===== config.mk =====
export PLATFORM = sky130hd
export DESIGN_NAME = prog_freq_div
export DESIGN_NICKNAME = d
export VERILOG_FILES = /design/src/rtl/prog_freq_div_pkg.sv /design/src/rtl/div_channel.sv /design/src/rtl/prog_freq_div.sv
export SDC_FILE = /design/constraint.sdc
export NUM_CORES = 1
export LEC_CHECK = 0
export BUFFER_PORTS_ARGS = -buffer_cell sky130_fd_sc_hd__buf_2
export CAP_MARGIN = 25
export CORE_UTILIZATION = 45
export DETAILED_ROUTE_END_ITERATION = 16
export GPL_TIMING_DRIVEN = 0
export SLEW_MARGIN = 20
export SYNTH_ARGS = -nofsm -noshare
export SYNTH_HDL_FRONTEND = slang
export SYNTH_SLANG_ARGS = --single-unit

===== constraint.sdc =====
create_clock -name clk -period 6.72 [get_ports clk]
set_input_delay 2.016 -clock clk [delete_from_list [all_inputs] [get_ports clk]]
set_output_delay 2.016 -clock clk [all_outputs]
set_load 0.02 [all_outputs]

===== src/rtl/prog_freq_div_pkg.sv =====
// prog_freq_div_pkg: shared constants and helpers for the programmable divider.
//   MODE_TOGGLE / MODE_PULSE : per-channel output mode encodings
//   DEFAULT_DIV_C            : divisor loaded on reset (matches the legacy divider)
//   sel_width()              : channel-select width, clog2 with a floor of 1
package prog_freq_div_pkg;

  localparam logic MODE_TOGGLE = 1'b0;
  localparam logic MODE_PULSE  = 1'b1;

  localparam int unsigned DEFAULT_DIV_C = 25000000;

  // A single-channel build still needs a 1-bit select port.
  function automatic int sel_width(input int n);
    return (n <= 1) ? 1 : $clog2(n);
  endfunction

endpackage


===== src/rtl/div_channel.sv =====
// div_channel: one divider channel with a glitch-free reprogrammable divisor.
//   clk, clr : clock and synchronous active-high reset
//   en       : channel enable; when low the counter and outputs are held at 0
//   mode     : 0 = toggle (square wave), 1 = pulse (one-cycle strobe)
//   we, val  : divisor write for this channel
//   clkout   : square wave or strobe depending on mode
//   tick     : one-cycle strobe at every terminal count
module div_channel
  import prog_freq_div_pkg::*;
#(
  parameter int          WIDTH       = 32,
  parameter int unsigned DEFAULT_DIV = DEFAULT_DIV_C
) (
  input  logic             clk,
  input  logic             clr,
  input  logic             en,
  input  logic             mode,
  input  logic             we,
  input  logic [WIDTH-1:0] val,
  output logic             clkout,
  output logic             tick
);

  localparam logic [WIDTH-1:0] DEF = WIDTH'(DEFAULT_DIV);

  logic [WIDTH-1:0] cnt;
  logic [WIDTH-1:0] active;
  logic [WIDTH-1:0] shadow;
  logic             pending;
  logic             mode_q;
  logic             tc;

  assign tc = en && (cnt == active);

  // Counter, divisor staging and registered outputs. The active divisor only
  // changes while the counter is at 0 (disabled) or at a terminal count, so
  // cnt can never run past active and no period is ever cut short or stretched.
  always_ff @(posedge clk) begin
    if (clr) begin
      cnt     <= '0;
      active  <= DEF;
      shadow  <= DEF;
      pending <= 1'b0;
      tick    <= 1'b0;
      clkout  <= 1'b0;
      mode_q  <= MODE_TOGGLE;
    end else begin
      mode_q <= mode;
      if (we) shadow <= val;

      if (!en) begin
        // No period in flight, so any new or staged divisor applies at once.
        cnt     <= '0;
        tick    <= 1'b0;
        clkout  <= 1'b0;
        pending <= 1'b0;
        if (we) active <= val;
        else if (pending) active <= shadow;
      end else begin
        tick <= tc;
        if (tc) begin
          // A write landing on the TC itself governs the very next period.
          cnt     <= '0;
          pending <= 1'b0;
          if (we) active <= val;
          else if (pending) active <= shadow;
        end else begin
          cnt <= cnt + WIDTH'(1);
          if (we) pending <= 1'b1;
        end

        // Entering toggle mode from pulse mode restarts the wave from low.
        if (mode == MODE_PULSE) clkout <= tc;
        else if (mode_q == MODE_PULSE) clkout <= 1'b0;
        else if (tc) clkout <= ~clkout;
      end
    end
  end

endmodule


===== src/rtl/prog_freq_div.sv =====
// prog_freq_div: multi-channel runtime-programmable tick / square-wave divider.
//   clk, clr          : clock and synchronous active-high reset
//   en[NCH]           : per-channel enable
//   mode[NCH]         : per-channel mode, 0 = toggle, 1 = pulse
//   div_we            : divisor write strobe
//   div_sel[SELW]     : channel addressed by the write (>= NCH is ignored)
//   div_val[WIDTH]    : divisor value
//   clkout[NCH]       : per-channel level or strobe
//   tick[NCH]         : per-channel terminal-count strobe
module prog_freq_div
  import prog_freq_div_pkg::*;
#(
  parameter  int          WIDTH       = 32,
  parameter  int          NCH         = 4,
  parameter  int unsigned DEFAULT_DIV = DEFAULT_DIV_C,
  localparam int          SELW        = sel_width(NCH)
) (
  input  logic             clk,
  input  logic             clr,
  input  logic [NCH-1:0]   en,
  input  logic [NCH-1:0]   mode,
  input  logic             div_we,
  input  logic [SELW-1:0]  div_sel,
  input  logic [WIDTH-1:0] div_val,
  output logic [NCH-1:0]   clkout,
  output logic [NCH-1:0]   tick
);

  logic [NCH-1:0] wr_en;

  // Out-of-range selects match no channel, so such writes are dropped.
  always_comb begin
    wr_en = '0;
    for (int i = 0; i < NCH; i++) begin
      wr_en[i] = div_we && (div_sel == SELW'(i));
    end
  end

  for (genvar i = 0; i < NCH; i++) begin : g_ch
    div_channel #(
      .WIDTH      (WIDTH),
      .DEFAULT_DIV(DEFAULT_DIV)
    ) u_ch (
      .clk   (clk),
      .clr   (clr),
      .en    (en[i]),
      .mode  (mode[i]),
      .we    (wr_en[i]),
      .val   (div_val),
      .clkout(clkout[i]),
      .tick  (tick[i])
    );
  end

endmodule


==> impl_results.md <==
- CP max-delay cell: clkbuf_1
- Pwr dens: 242 nW/µm²
- Initial antenna violation count: 0
- Part of the cycle the worst path needs: 0.688
- First-pass GRT wire length: 95000 µm
- GP Congestion: roughly 0.87
- CP peak stage delay: a little over 0.8 ns
- Startpoint Class: input port
- Worst setup slack after layout: about 2.1 ns
- Sequential area share after synthesis: 0.408
- Critical hold path startpoint: g_ch[3].u_ch.shadow[11]
- Worst r2r path cells: 6
- Seq cells post-synth: 400
- Die area: roughly 44000 µm²
- Post-CTS resize count: 0
- DP Worst Slack: approximately 1.5 ns
- Critical Path RT: between 7 and 8 ns
- Clk sinks: 400
- Setup CP Type: input port to flop
- CTS tree: yes
- Reg2Reg Setup Slack: just over 4 ns
- Largest net degree at the start of global routing: 13
- Die X: about 210 µm
- RSZ-0062 raised after global routing: no
- Crit Path Max Fanout: 10
- CP bufs+invs: 5
- Maximum VDD drop: 0.165 mV
- Min-Delay Path Depth: 2
- Yosys warnings: 0
- Final setup fails: 0
- Clk_lat worst skew: approximately 0.6 ns
- H-Tree Depth: 2
- Setup Skew: around 0.011 ns
- Reg-to-Reg Start: g_ch[2].u_ch.cnt[20]
- Status: finished clean
- Vias: between 15000 and 20000
- Die Height: between 200 and 250 µm
- Routed Antenna Nets: 0
- Syn Nets: between 2000 and 2500
- Fmax: 216 MHz
- # DRC: 0
- DRT Wirelength: 60000 µm
- Delay-heaviest family, CP: buffers and inverters
- Worst slew pin tran: 1.01 ns
- FP Rows: 76
- Worst-case clock buffer depth: 3
- Port Buffers: 48
- DP HPWL: 43300 µm
- Vias in the first global route: about 16000
- Post-Synthesis Cells: 2275
- Data arrival, critical path: around 5 ns
- Core Box Area: about 43000 µm²
- Mean Syn Cell Area: roughly 8.6 µm²
- LEAKAGE: ~8.7 nW
- CTS buffer count: 45
- CP Cell Sequence: buf_2 > clkbuf_1 > clkbuf_1 > clkbuf_1 > buf_1 > nor2_1
- CP endpoint kind: flop
- Total track usage: 0.273
- NumNets Final: around 2400
- Slew Limit Fails: 0
- Hold path endpoint: g_ch[3].u_ch.shadow[11]
- Max-slew headroom: 0.326
- DR WL/cell: about 20 µm
- Synth cell types: 46
- Layout cells sized above 1: 0.0799
- Fillers: just over 4000
- Post-DR vias/cell: slightly below 6
- Clk pin slew, worst setup/hold paths: roughly 0.06 ns
- FF-to-FF End: g_ch[2].u_ch.cnt[0]
- Hold Path Class: flop to flop
- Number of DRC markers in iteration 0: approximately 1600
- Synth-to-layout area growth: 12.9%
- Post-route setup TNS: 0 ns
- Post-layout min period: roughly 4.6 ns
- Drt first pass iters: 6
- Setup Fix Bufs, Post-CTS: 0
- Top-Level Pins: 53
- Post-CTS Hold Buffers: 0
- Max Cap Violations: 0
- Starting Density: 0.456
- Post-synthesis instance area: 19600 µm²
- Most frequent cell on the critical path: clkbuf_1
- Hold Violations, Final: 0
- Remaining global-route overflow: 0
- Root buffer cell: clkbuf_16
- ANT cells: 0
power by group:
group          total (mW)  internal [mW]  switching, mW
Combinational       0.337         0.0944          0.243
Sequential           2.45           2.42         0.0290
Clock                2.59           1.56           1.03
area by class of cell:
type | count | area (µm²) | area share
multi-input cells | 1578 | 10400 | 0.469
flip-flops and latches | 400 | 8010 | 0.361
clock buffers | 66 | 1370 | 0.0616
plain buffers | 201 | 868 | 0.0392
well taps | 585 | 732 | 0.0330
inverters | 96 | 360 | 0.0163
repair buffers | 48 | 240 | 0.0108
clock inverters | 15 | 186 | 0.00841
metrics by stage:
stage	utilization	hold slack (ns)	power (mW)	area, µm²	std cells
CTS	0.515	0.483	5.40	22200	2989
floorplan	-	0.440	2.69	19600	2275
global placement	0.479	0.456	2.82	20600	2908
detailed placement	0.479	0.471	2.83	20600	2908
finish	0.515	0.481	5.37	22200	2989
global route	0.515	0.500	5.54	22200	2989
registers in the layout (all words and copies together), names as in the netlist:
signal             flops
g_ch.u_ch.active     128
g_ch.u_ch.cnt        128
g_ch.u_ch.shadow     128
g_ch.u_ch.clkout       4
g_ch.u_ch.mode_q       4
g_ch.u_ch.pending      4
g_ch.u_ch.tick         4
per-layer routing:
layer	routed length, µm	up-vias	track usage
met5	0	-	0
met2	27300	591	0.436
met4	2370	0	0.114
met3	3500	126	0.0315
li1	-	8408	-
met1	26800	8386	0.372
worst reg2reg max path, cell delays in order (launching register included):
cell     delay, ns
dfxtp_1       0.46
xor2_1        0.10
nor4_1        0.50
nand4_1       0.43
o21ai_1       0.67
buf_2         0.35
nor2_1        0.07
worst max-delay path by stage:
stage,startpoint,end,slack (ns),cells past startpoint
floorplan,div_sel[1],g_ch[0].u_ch.active[20],3.14,8
global placement,clr,g_ch[1].u_ch.shadow[25],1.51,6
detailed placement,clr,g_ch[1].u_ch.shadow[17],1.49,6
CTS,clr,g_ch[1].u_ch.shadow[17],2.11,6
global route,clr,g_ch[3].u_ch.active[24],1.99,8
finish,clr,g_ch[1].u_ch.shadow[17],2.09,6
cells by family after synthesis:
group | Yosys count | share of synthesized area
and+or+nand+nor | 883 | 0.225
AOI/OAI and AO/OA | 322 | 0.129
DFF | 400 | 0.408
buffers and inverters | 297 | 0.0625
xor gates and xnor gates | 241 | 0.107
muxes | 128 | 0.0652
adders and majority gates | 4 | 0.00255
synth_stat cells (all sizes together):
cell type / n / area share
o21ai: 24 / 0.0061
o32a: 60 / 0.031
and4: 20 / 0.0089
a311oi: 48 / 0.021
nor4b: 2 / 0.00089
nor4: 50 / 0.019
a21oi: 48 / 0.012
nand2: 148 / 0.028
inv: 96 / 0.018
nor2b: 9 / 0.0029
nand2b: 2 / 0.00064
and3: 15 / 0.0048
nand4b: 1 / 0.00045
nor2: 295 / 0.056
or3: 10 / 0.0032
and2: 8 / 0.0025
a31oi: 21 / 0.0067
mux2i: 128 / 0.065
xnor2: 34 / 0.015
o32ai: 12 / 0.0053
o211ai: 2 / 0.00076
o31ai: 24 / 0.0092
nand3b: 4 / 0.0015
or3b: 1 / 0.00045
o2111ai: 80 / 0.036
nor3: 23 / 0.0061
dfxtp: 400 / 0.41
a21o: 1 / 0.00038
o311ai: 2 / 0.00089
ha: 4 / 0.0025
clkbuf: 136 / 0.026
nor3b: 1 / 0.00038
or4: 80 / 0.031
nand4: 58 / 0.019
xor2: 207 / 0.092
or2: 2 / 0.00064
buf: 65 / 0.018
nand3: 154 / 0.039
cells in the final DEF (no fill, tap or decap), drive strengths merged, types with 4 or more instances in the layout:
cell and instances:
and2 8, o21ai 24, nor2b 9, clkinv 11, o32a 60, nand3 154, nand4 58, dfxtp 400
nor3 23, nand2 148, o2111ai 80, and4 20, clkbuf 202, nor4 50, xor2 207, a21oi 48
buf 113, or3 10, nor2 295, a311oi 48, inv 96, o32ai 12, or4 80, nand3b 4
mux2i 128, a31oi 21, ha 4, and3 15, o31ai 24, xnor2 34, bufinv 4
No activity file was read; power rests on OpenSTA's default activity.
